===== src/rtl/gdiv_pkg.sv =====
// Constants shared by the Goldschmidt divider datapath blocks.
// The operand FIFO, the multiplier and the result FIFO all use these widths.
package gdiv_pkg;

  localparam int unsigned PROD_W = 48;
  localparam int unsigned MANT_W = 24;
  localparam int unsigned FRAC_W = 23;

  localparam logic [MANT_W-1:0] SAT_VAL = 24'hFFFFFF;

endpackage


===== src/rtl/mul_round_sat.sv =====
// Combinational round-half-up and saturate stage.
// It reduces a 2.46 product to a 1.23 mantissa and flags the saturated results.
module mul_round_sat
  import gdiv_pkg::*;
(
  input  logic [PROD_W-1:0] p,
  output logic [MANT_W-1:0] q,
  output logic              sat
);

  logic [MANT_W:0] m;

  // The extra top bit of m catches the carry out of the rounding increment.
  assign m   = {1'b0, p[PROD_W-2:FRAC_W]} + {{MANT_W{1'b0}}, p[FRAC_W-1]};
  assign sat = p[PROD_W-1] | m[MANT_W];
  assign q   = sat ? SAT_VAL : m[MANT_W-1:0];

endmodule


===== src/rtl/mul_result_fifo.sv =====
// Circular product buffer between the 24x24 multiplier and the iteration controller.
// Each pop returns a rounded, saturated 1.23 result one cycle after rd_en.
module mul_result_fifo
  import gdiv_pkg::*;
#(
  parameter int unsigned DEPTH = 4,
  parameter int unsigned AW    = 2
) (
  input  logic              clk,
  input  logic              clear,
  input  logic              wr_en,
  input  logic [PROD_W-1:0] product_in,
  input  logic              rd_en,
  output logic [MANT_W-1:0] q_out,
  output logic              q_valid,
  output logic              q_sat,
  output logic              empty,
  output logic              full,
  output logic [AW:0]       count,
  output logic              overflow,
  output logic              underflow
);

  localparam logic [AW:0] DepthCnt = (AW+1)'(DEPTH);

  logic [PROD_W-1:0] mem [DEPTH];

  logic [AW-1:0]     wr_ptr_q, rd_ptr_q;
  logic [AW:0]       count_q, count_d;
  logic [MANT_W-1:0] q_q;
  logic              valid_q, sat_q, ovf_q, unf_q;

  logic              push, pop;
  logic [MANT_W-1:0] head_q;
  logic              head_sat;

  assign empty = (count_q == '0);
  assign full  = (count_q == DepthCnt);

  // A pop frees the head slot in the same cycle, so a full FIFO still takes a push.
  assign pop  = rd_en & ~empty;
  assign push = wr_en & (~full | pop);

  mul_round_sat u_round (
    .p   (mem[rd_ptr_q]),
    .q   (head_q),
    .sat (head_sat)
  );

  always_comb begin
    count_d = count_q;
    unique case ({push, pop})
      2'b10:   count_d = count_q + (AW+1)'(1);
      2'b01:   count_d = count_q - (AW+1)'(1);
      default: count_d = count_q;
    endcase
  end

  always_ff @(posedge clk) begin
    if (push) begin
      mem[wr_ptr_q] <= product_in;
    end
  end

  always_ff @(posedge clk or posedge clear) begin
    if (clear) begin
      wr_ptr_q <= '0;
      rd_ptr_q <= '0;
      count_q  <= '0;
      q_q      <= '0;
      valid_q  <= 1'b0;
      sat_q    <= 1'b0;
      ovf_q    <= 1'b0;
      unf_q    <= 1'b0;
    end else begin
      count_q <= count_d;
      valid_q <= pop;
      if (push) begin
        wr_ptr_q <= wr_ptr_q + AW'(1);
      end
      if (pop) begin
        rd_ptr_q <= rd_ptr_q + AW'(1);
        q_q      <= head_q;
        sat_q    <= head_sat;
      end
      if (wr_en && !push) begin
        ovf_q <= 1'b1;
      end
      if (rd_en && empty) begin
        unf_q <= 1'b1;
      end
    end
  end

  assign q_out     = q_q;
  assign q_valid   = valid_q;
  assign q_sat     = sat_q;
  assign count     = count_q;
  assign overflow  = ovf_q;
  assign underflow = unf_q;

endmodule

===== config.mk =====
export PLATFORM = sky130hd
export DESIGN_NAME = mul_result_fifo
export DESIGN_NICKNAME = d
export VERILOG_FILES = /design/src/rtl/gdiv_pkg.sv /design/src/rtl/mul_round_sat.sv /design/src/rtl/mul_result_fifo.sv
export SDC_FILE = /design/constraint.sdc
export NUM_CORES = 1
export LEC_CHECK = 0
export ABC_AREA = 0
export BUFFER_PORTS_ARGS = -buffer_cell sky130_fd_sc_hd__buf_2
export CORE_UTILIZATION = 30
export CTS_CLUSTER_DIAMETER = 120
export CTS_CLUSTER_SIZE = 14
export DETAILED_ROUTE_END_ITERATION = 6
export GPL_TIMING_DRIVEN = 0
export PLACE_DENSITY = 0.51
export SYNTH_ARGS = -nofsm -noshare
export SYNTH_HDL_FRONTEND = slang
export SYNTH_HIERARCHICAL = 1
export SYNTH_SLANG_ARGS = --single-unit

===== constraint.sdc =====
create_clock -name clk -period 7.6 [get_ports clk]
set_input_delay 1.52 -clock clk [delete_from_list [all_inputs] [get_ports clk]]
set_output_delay 1.52 -clock clk [all_outputs]
set_load 0.01 [all_outputs]

==> results.md <==
* Seq pwr share at 0.366
* CTS H-tree depth at 4
* Comb pwr share at 0.350
* Leak at 0.00256 uW
* Initial core utilization at 0.308
* Layout cells sized above 1 at 0.388
* Num CTS Buffers at 17
* Slew headroom at 0.467
* Critical path required time at around 7900 ps
* Crit-path max FO at 10
* Met2 WL at roughly 5900 um
* Die extent in y at between 100 and 150 um
* Reg2Reg Depth at 9
* F_max at slightly above 0.3 GHz
* Util after Layout at 0.371
* IO Pins at 85
* Setup total negative slack at 0 ps
* # setup viols final at 0
* Final Cell Area at approximately 0.0073 mm2
* Setup crit end kind: flip-flop
* Clock power share at 0.284
* Synth Cell Area at 0.00603 mm2
* Max IR drop VDD at 0.148 mV
* Final Hold Vio Count at 0
* Routed wl met3 at 672 um
* Final cell count without fillers at approximately 710
* Global route overflow at 0
* Most common cell after layout, fill and taps aside: edfxtp_1
* DP HPWL at 8150 um
* Highest Signal Layer: met5
* Worst hold path type: reg -> reg
* IO Port Bufs at 60
* Final period utilization at 0.435
* Final #Nets at 488
* Crit Path Class: reg -> reg
* DP Cell Count at roughly 680
* Status: completed
* Number of global-route vias before repair at ~3400
* Die width at approximately 140 um
* Die area at 0.0207 mm2
* Clock-pin slew on the worst setup and hold paths at roughly 60 ps
* Sw power at 966 uW
* Capturing point of the worst reg2reg path: q_out[16]
* Syn Area/Cell at 17.2 um2
* Skew final at a little under 7 ps
* Final worst path period need at between 3000 and 4000 ps
* Core region area at ~0.02 mm2
* Area delta synth->final at 20.5%
* P_int at slightly above 2000 uW
* Post_cts resized at 0
* Post CTS Setup Buffer Count at 0
* DRC errors left at 0
* Startpoint Class: flip-flop
* Syn_nets at between 400 and 500
* Reg2reg start: rd_ptr_q[1]
* First-pass GRT wire length at around 19000 um
* RSZ-0062 raised after global routing: false
* Max Cap Viol at 0
* Initial DRC count at approximately 160
* Arr. time, crit path at 3610 ps
* Initial antenna violation count at 2
* Vias per cell at around 4.7
* Sw Ratio at 0.322
* Hold_buf cts at 0
* Drt pass-1 iters at 4
* Clk buf depth at 2
* Largest net degree at the start of global routing at 36
* Met1 Wirelength at roughly 5400 um
* Total GRT Usage at 0.129
* Worst-Skew Late Latency at 420 ps
* Max Slew Vio Count at 0
* Post-Synthesis Cells at 350
* Post-route ant nets at 0
* Worst-Margin Slew at ~800 ps
* Post-place setup slack at roughly 4300 ps
* Routed vias at approximately 3300
* Final RePlAce weighted congestion at approximately 0.74
* CTS Root Cell: clkbuf_16
* DP Area at between 0.006 and 0.007 mm2
* Antenna Cells at 0
* Row count at between 50 and 60
* CTS tree: done
* Final wirelength at about 12000 um
* Final worst slack at roughly 4300 ps
* R2r setup slk at ~4300 ps
* Wire length per cell at approximately 17 um
* Hold Path End: underflow
* Yosys warns at 6
* Clock sinks at roughly 140
* Pwr/cell area at between 400 and 500 mW/mm2
* Hold wc startpoint: underflow
* Most frequent cells in the layout: edfxtp_1, buf_2, dfrtp_1, mux4_2, nand2_1
* Hold Crit Depth at 1
-- cell type report --
type                            instances  area, um2
Timing Repair Buffer                   60        300
Buffer                                 16       98.8
Clock inverter                         12        173
Sequential cell                       139       4000
Multi-Input combinational cell        186       1900
Inverter                                9       33.8
Clock buffer                           19        433
Tap cell                              265        332
Fill cell                            1874      12300
-- how the worst max path moves through the flow --
stage	start	to	slack, ps
global placement	rd_ptr_q[1]	q_out[18]	4320
floorplan	rd_en	count[1]	4690
detailed placement	rd_ptr_q[1]	q_out[8]	4300
global route	rd_ptr_q[1]	q_out[5]	4070
finish	rd_ptr_q[1]	q_out[16]	4290
CTS	rd_ptr_q[1]	q_out[16]	4280
-- power by group through the flow --
stage	registers, uW	clock network, uW	logic (uW)
3_5_place_dp	1120	0	1070
6_report	1100	851	1050
3_3_place_gp	1110	0	1050
2_1_floorplan	1130	0	737
4_1_cts	1100	870	1070
5_1_grt	1120	900	1160
-- registers in the layout, indices dropped and copies added, names as in the netlist --
signal     cells
overflow       1
count          3
rd_ptr_q       2
q_sat          1
underflow      1
mem          104
wr_ptr_q       2
q_out         24
q_valid        1
-- per-stage QoR --
| step | hold slack, ps | power (uW) |
|---|---|---|
| after floorplan | 493 | 1860 |
| after global placement | 437 | 2160 |
| after detailed placement | 440 | 2190 |
| after CTS | 453 | 3050 |
| after global routing | 474 | 3180 |
| final | 449 | 3000 |
-- critical path: stages (launching register included) --
cell      delay, ps
dfrtp_1         370
clkbuf_1        520
mux4_2          350
ha_1            230
ha_1            270
nand4_2         200
nor4_4          600
and4_2          310
o21bai_1         70
mux2_2          260
-- routing by layer --
layer,global-route usage,up-vias
li1,-,1541
met1,0.156,1662
met2,0.209,71
met3,0.0430,20
met4,0.0538,2
met5,0,-
Power figures use the tool's default switching activity.
